===== src/rtl/execute_unit.sv =====
// Execute stage: single-cycle ALU plus a WIDTH-cycle restoring divider,
// valid/ready on both sides, and the eq/gt flag register read by branches.
module execute_unit #(
  parameter int unsigned WIDTH = 32
) (
  input  logic             clk,
  input  logic             rst,
  input  logic             in_valid,
  output logic             in_ready,
  input  logic [4:0]       alu_signal,
  input  logic [WIDTH-1:0] op_a,
  input  logic [WIDTH-1:0] op_b,
  output logic             out_valid,
  input  logic             out_ready,
  output logic [WIDTH-1:0] result,
  output logic             eq_flag,
  output logic             gt_flag,
  output logic             busy
);

  localparam int unsigned SHW = $clog2(WIDTH);

  localparam logic [4:0] OP_ADD = 5'd0;
  localparam logic [4:0] OP_SUB = 5'd1;
  localparam logic [4:0] OP_MUL = 5'd2;
  localparam logic [4:0] OP_DIV = 5'd3;
  localparam logic [4:0] OP_MOD = 5'd4;
  localparam logic [4:0] OP_CMP = 5'd5;
  localparam logic [4:0] OP_AND = 5'd6;
  localparam logic [4:0] OP_OR  = 5'd7;
  localparam logic [4:0] OP_NOT = 5'd8;
  localparam logic [4:0] OP_MOV = 5'd9;
  localparam logic [4:0] OP_LSL = 5'd10;
  localparam logic [4:0] OP_LSR = 5'd11;
  localparam logic [4:0] OP_ASR = 5'd12;
  localparam logic [4:0] OP_LD  = 5'd14;
  localparam logic [4:0] OP_ST  = 5'd15;

  typedef enum logic {S_IDLE, S_DIV} state_e;

  state_e           state_q, state_d;
  logic             out_valid_q, out_valid_d;
  logic [WIDTH-1:0] result_q, result_d;
  logic             eq_q, eq_d;
  logic             gt_q, gt_d;
  logic [WIDTH-1:0] quo_q, quo_d;
  logic [WIDTH-1:0] rem_q, rem_d;
  logic [WIDTH-1:0] dvs_q, dvs_d;
  logic [SHW-1:0]   cnt_q, cnt_d;
  logic             neg_quo_q, neg_quo_d;
  logic             neg_rem_q, neg_rem_d;
  logic             is_mod_q, is_mod_d;

  logic             accept;
  logic             is_divmod;
  logic [WIDTH-1:0] alu_res;
  logic [WIDTH:0]   rem_sh;
  logic [WIDTH:0]   diff;
  logic [WIDTH-1:0] quo_nx;
  logic [WIDTH-1:0] rem_nx;
  logic [WIDTH-1:0] quo_fix;
  logic [WIDTH-1:0] rem_fix;

  assign in_ready  = (state_q == S_IDLE) && (!out_valid_q || out_ready);
  assign accept    = in_valid && in_ready;
  assign is_divmod = (alu_signal == OP_DIV) || (alu_signal == OP_MOD);
  assign out_valid = out_valid_q;
  assign result    = result_q;
  assign eq_flag   = eq_q;
  assign gt_flag   = gt_q;
  assign busy      = (state_q == S_DIV);

  // Single-cycle datapath; div/mod here only cover the divide-by-zero case.
  always_comb begin
    alu_res = '0;
    case (alu_signal)
      OP_ADD, OP_LD, OP_ST: alu_res = op_a + op_b;
      OP_SUB: alu_res = op_a - op_b;
      OP_MUL: alu_res = op_a * op_b;
      OP_DIV: alu_res = '0;
      OP_MOD: alu_res = op_a;
      OP_AND: alu_res = op_a & op_b;
      OP_OR:  alu_res = op_a | op_b;
      OP_NOT: alu_res = ~op_b;
      OP_MOV: alu_res = op_b;
      OP_LSL: alu_res = op_a << op_b[SHW-1:0];
      OP_LSR: alu_res = op_a >> op_b[SHW-1:0];
      OP_ASR: alu_res = $unsigned($signed(op_a) >>> op_b[SHW-1:0]);
      default: alu_res = '0;
    endcase
  end

  // One restoring shift-subtract step plus sign fix-up of the step's outcome.
  always_comb begin
    rem_sh = {rem_q, quo_q[WIDTH-1]};
    diff   = rem_sh - {1'b0, dvs_q};
    if (!diff[WIDTH]) begin
      rem_nx = diff[WIDTH-1:0];
      quo_nx = {quo_q[WIDTH-2:0], 1'b1};
    end else begin
      rem_nx = rem_sh[WIDTH-1:0];
      quo_nx = {quo_q[WIDTH-2:0], 1'b0};
    end
    quo_fix = neg_quo_q ? -quo_nx : quo_nx;
    rem_fix = neg_rem_q ? -rem_nx : rem_nx;
  end

  // Next-state, handshake, flag and divider-load logic.
  always_comb begin
    state_d     = state_q;
    out_valid_d = out_valid_q && !out_ready;
    result_d    = result_q;
    eq_d        = eq_q;
    gt_d        = gt_q;
    quo_d       = quo_q;
    rem_d       = rem_q;
    dvs_d       = dvs_q;
    cnt_d       = cnt_q;
    neg_quo_d   = neg_quo_q;
    neg_rem_d   = neg_rem_q;
    is_mod_d    = is_mod_q;
    case (state_q)
      S_IDLE: begin
        if (accept) begin
          if (is_divmod && (op_b != '0)) begin
            state_d   = S_DIV;
            quo_d     = op_a[WIDTH-1] ? -op_a : op_a;
            dvs_d     = op_b[WIDTH-1] ? -op_b : op_b;
            rem_d     = '0;
            cnt_d     = '0;
            neg_quo_d = op_a[WIDTH-1] ^ op_b[WIDTH-1];
            neg_rem_d = op_a[WIDTH-1];
            is_mod_d  = (alu_signal == OP_MOD);
          end else begin
            out_valid_d = 1'b1;
            result_d    = alu_res;
            if (alu_signal == OP_CMP) begin
              eq_d = (op_a == op_b);
              gt_d = ($signed(op_a) > $signed(op_b));
            end
          end
        end
      end
      S_DIV: begin
        quo_d = quo_nx;
        rem_d = rem_nx;
        cnt_d = cnt_q + SHW'(1);
        if (cnt_q == SHW'(WIDTH - 1)) begin
          state_d     = S_IDLE;
          out_valid_d = 1'b1;
          result_d    = is_mod_q ? rem_fix : quo_fix;
        end
      end
      default: state_d = S_IDLE;
    endcase
  end

  // State register; reset aborts any divide in flight and clears flags.
  always_ff @(posedge clk) begin
    if (rst) begin
      state_q     <= S_IDLE;
      out_valid_q <= 1'b0;
      result_q    <= '0;
      eq_q        <= 1'b0;
      gt_q        <= 1'b0;
      quo_q       <= '0;
      rem_q       <= '0;
      dvs_q       <= '0;
      cnt_q       <= '0;
      neg_quo_q   <= 1'b0;
      neg_rem_q   <= 1'b0;
      is_mod_q    <= 1'b0;
    end else begin
      state_q     <= state_d;
      out_valid_q <= out_valid_d;
      result_q    <= result_d;
      eq_q        <= eq_d;
      gt_q        <= gt_d;
      quo_q       <= quo_d;
      rem_q       <= rem_d;
      dvs_q       <= dvs_d;
      cnt_q       <= cnt_d;
      neg_quo_q   <= neg_quo_d;
      neg_rem_q   <= neg_rem_d;
      is_mod_q    <= is_mod_d;
    end
  end

endmodule


===== config.mk =====
export PLATFORM = sky130hd
export DESIGN_NAME = execute_unit
export DESIGN_NICKNAME = d
export VERILOG_FILES = /design/src/rtl/execute_unit.sv
export SDC_FILE = /design/constraint.sdc
export NUM_CORES = 2
export LEC_CHECK = 0
export CAP_MARGIN = 25
export CELL_PAD_IN_SITES_DETAIL_PLACEMENT = 0
export CELL_PAD_IN_SITES_GLOBAL_PLACEMENT = 1
export CORE_ASPECT_RATIO = 0.6
export CORE_MARGIN = 4
export CORE_UTILIZATION = 40
export CTS_CLUSTER_DIAMETER = 80
export DETAILED_ROUTE_END_ITERATION = 8
export PLACE_DENSITY = 0.81
export SKIP_LAST_GASP = 1
export SYNTH_ARGS = -nofsm -noshare
export SYNTH_HDL_FRONTEND = slang
export SYNTH_SLANG_ARGS = --single-unit

===== constraint.sdc =====
create_clock -name clk -period 15.9 [get_ports clk]
set_input_delay 4.77 -clock clk [delete_from_list [all_inputs] [get_ports clk]]
set_output_delay 4.77 -clock clk [all_outputs]
set_load 0.01 [all_outputs]

==> impl_metrics.py <==
metrics = {
    "drt": {
        "firstDrtPassIters": 8,
        "vias": 36100,
        "wl_um": 176000,
        "ant_nets": 0,
        "post_drt_wl_per_cell_um": 31.0,
        "drc": 0,
        "vias_per_cell": 6.36,
        "drt_iter0_drc": 5546,
    },
    "finish": {
        "nFillCells": 8796,
        "stdcell_area_sq_um": 37700,
        "drive_gt1_frac": 0.0580,
        "mostFrequentLayoutCells": "nor2_1 (722), inv_1 (514), nand2_1 (431)",
        "seq_area_sq_um": 2810,
        "multi_input_comb_area_sq_um": 28600,
        "area_growth_pct": 8.81,
        "final_common_cell": "nor2_1",
        "fin_nets": 5268,
        "final_cells": 5680,
    },
    "floorplan": {
        "io_pins": 110,
        "die_w_um": 388,
        "initial_core_util": 0.404,
        "die-area_sq_um": 91400,
        "die_y_um": 236,
        "rows": 83,
        "core_area_sq_um": 85700,
    },
    "logic_synthesis": {
        "yosys.cell_types.count": 91,
        "ys_ff_latch": 140,
        "ys_warn_count": 0,
        "yosys.area.top_type": "fa_1",
        "yosysTopAreaCellShare": 0.238,
        "synth_fp_nets": 5325,
        "async_flop_share": 0,
        "ys_top_cells_by_area": "fa_1 (24%), ha_1 (9.3%), dfxtp_1 (8.1%)",
        "synth_edf_count": 0,
        "dominantRegCellSynth": "dfxtp_1",
        "synth_cells": 4583,
        "synth_area_sq_um": 34600,
        "seq_area_frac_synth": 0.0810,
        "avgSynthCellArea_sq_um": 7.55,
    },
    "power": {
        "power_frac_comb": 0.921,
        "p_seq_frac": 0.035,
        "total_power_mw": 10.7,
        "pwr-share-clk": 0.044,
        "power.internal_mw": 4.51,
        "power_density_nw_per_um2": 285,
        "switchingPower_mw": 6.23,
        "switching_share": 0.580,
        "total_leakage_power_nw": 16.4,
        "vdd_drop_max_mv": 0.532,
    },
    "min_path": {
        "hold_class": "flop to flop",
        "hold_start": "dvs_q[0]",
        "whs_endpoint": "dvs_q[0]",
        "holdPathStages": 2,
    },
    "setup_path": {
        "cp-end-kind": "flop",
        "worstSetupPathType": "input pin to flop",
        "r2r_slack_ns": 9.26,
        "crit_top_cell": "fa_1",
        "max_stage_delay_ns": 0.89,
        "worstReg2RegStart": "quo_q[31]",
        "r2r_end": "result[24]",
        "crit_buf_inv": 6,
        "startpoint_type": "input pin",
        "critPathTopFamily": "adder cells",
        "critPathMaxFanout": 18,
        "required_ns": 16.27,
        "crit_slowest_cell": "clkdlybuf4s50_1",
        "r2r_cells": 22,
        "crit_arrival_ns": 13.89,
    },
    "run": {
        "drv_cap": 0,
    },
    "grt": {
        "grt_pass1_vias": 33900,
        "grt_pass1_wl_um": 252000,
        "grt_max_degree": 78,
        "grt_overflow": 0,
        "antenna_found_initial": 4,
        "grt_usage": 0.375,
    },
    "timing": {
        "tns_ns": 0,
        "hold_viol": 0,
        "max_freq_mhz": 74.0,
        "finalWorstSetupSlack_ns": 2.38,
        "rsz0062_at_grt": "false",
        "fin_crit_ns": 13.52,
        "finalMaxSlewViolations": 0,
        "tightest_slew_ns": 1.22,
        "slew_headroom": 0.185,
        "finalSetupViolCount": 0,
        "fin_crit_sh": 0.850,
        "finClkSkew_ns": 0.0200,
    },
    "cts": {
        "cts_tree": "built",
        "clkLatencyLatePin_ns": 0.50,
        "cts_resized": 0,
        "cts.sinks": 140,
        "cts_setup_buffers": 0,
        "clk_pin_slew_worst_paths_ns": 0.06,
        "cts_buffer_depth": 3,
        "cts-root-buf": "clkbuf_16",
        "cts-htree-levels": 4,
        "cts-buffers-inserted": 25,
        "hold_buffers": 0,
    },
    "placement": {
        "hpwl_um": 136000,
        "post-place-cells": 5641,
        "gp_congestion": 1.06,
        "place_area_sq_um": 36900,
        "portBuffers": 109,
        "dpl_worst_slack_ns": 2.02,
    },
    "status": {
        "status": "completed",
    },
}
logic make-up after synthesis:
family	share of synthesized area
adder cells (fa/ha/maj)	0.331
buffers and inverters	0.0951
XOR/XNOR	0.0544
flip-flops	0.0810
AND/OR/NAND/NOR	0.187
multiplexers	0.0455
AO/OA/AOI/OAI	0.206
layer usage:
layer / wire (um) / global-route usage / vias up
li1: - / - / 15400
met1: 77500 / 0.563 / 17800
met2: 62500 / 0.460 / 2662
met3: 30800 / 0.191 / 299
met4: 5180 / 0.0874 / 4
met5: 28 / 0 / -
layout make-up:
cell class | instances | share of cell area
antenna | 2 | 0.000133
timing repair buffer | 244 | 0.0567
clock inverter | 4 | 0.000631
clock buffer | 28 | 0.0172
sequential | 140 | 0.0745
tap | 1147 | 0.0381
inverter | 534 | 0.0532
multi-input combinational | 3581 | 0.759
power by group through the flow:
stage / clock network [mW] / logic [mW] / registers (mW)
CTS: 0.470 / 9.52 / 0.378
detailed placement: 0 / 9.45 / 0.386
global route: 0.487 / 10.6 / 0.380
global placement: 0 / 9.48 / 0.386
finish: 0.469 / 9.89 / 0.379
floorplan: 0 / 6.52 / 0.382
stage by stage:
step / hold slack (ns) / util
floorplan: 0.432 / -
global route: 0.488 / 0.439
CTS: 0.468 / 0.439
global placement: 0.458 / 0.430
finish: 0.468 / 0.439
detailed placement: 0.460 / 0.431
registers in the layout, indices dropped and copies added, names as in the netlist:
register,flops
neg_rem_q,1
is_mod_q,1
quo_q,32
out_valid,1
gt_flag,1
cnt_q,5
neg_quo_q,1
result,32
busy,1
rem_q,32
eq_flag,1
dvs_q,32
worst max-delay path by stage:
stage | start | endpoint | slack (ns) | cells after the start
after global placement | op_b[5] | result[28] | 2.03 | 28
after detailed placement | op_b[6] | result[28] | 2.02 | 28
after global routing | op_b[11] | result[28] | 2.03 | 30
after CTS | op_b[6] | result[28] | 2.50 | 28
final | op_b[11] | result[28] | 2.38 | 28
after floorplan | op_b[1] | result[28] | 3.45 | 28
cells in the mapped netlist (21+ instances only):
cell type	count
inv_1	516
a21oi_1	250
nand3_1	49
o22ai_1	23
nand2_1	431
ha_1	258
dfxtp_1	140
a22oi_1	39
a211o_1	21
o41ai_1	23
fa_1	411
a31oi_1	22
xor2_1	48
o21ai_0	252
buf_1	53
o211ai_1	37
xnor2_1	167
a221oi_1	61
or3_1	37
mux4_2	32
nand2b_1	42
mux2i_1	74
nor4_1	25
a211oi_1	78
a21o_1	34
nor3_1	71
o31ai_1	37
clkbuf_1	259
o221ai_1	21
nand4_1	25
nor2_1	726
worst register-to-register path: stages (launching register included):
cell and delay [ns]:
dfxtp_1 0.60, inv_1 0.09, ha_1 0.23, inv_1 0.07, fa_1 0.24, a211oi_1 0.11
o211ai_1 0.53, nand4_1 0.49, a21oi_1 0.39, o21a_1 0.16, buf_4 0.20, nor2_4 0.06
inv_1 0.36, o21ai_0 0.26, inv_1 0.13, ha_1 0.30, nand4b_1 0.32, o41a_1 0.52
or3_4 0.47, or3b_1 0.40, mux2i_1 0.16, a22oi_1 0.13, a311oi_1 0.32
Power figures use the tool's default switching activity.
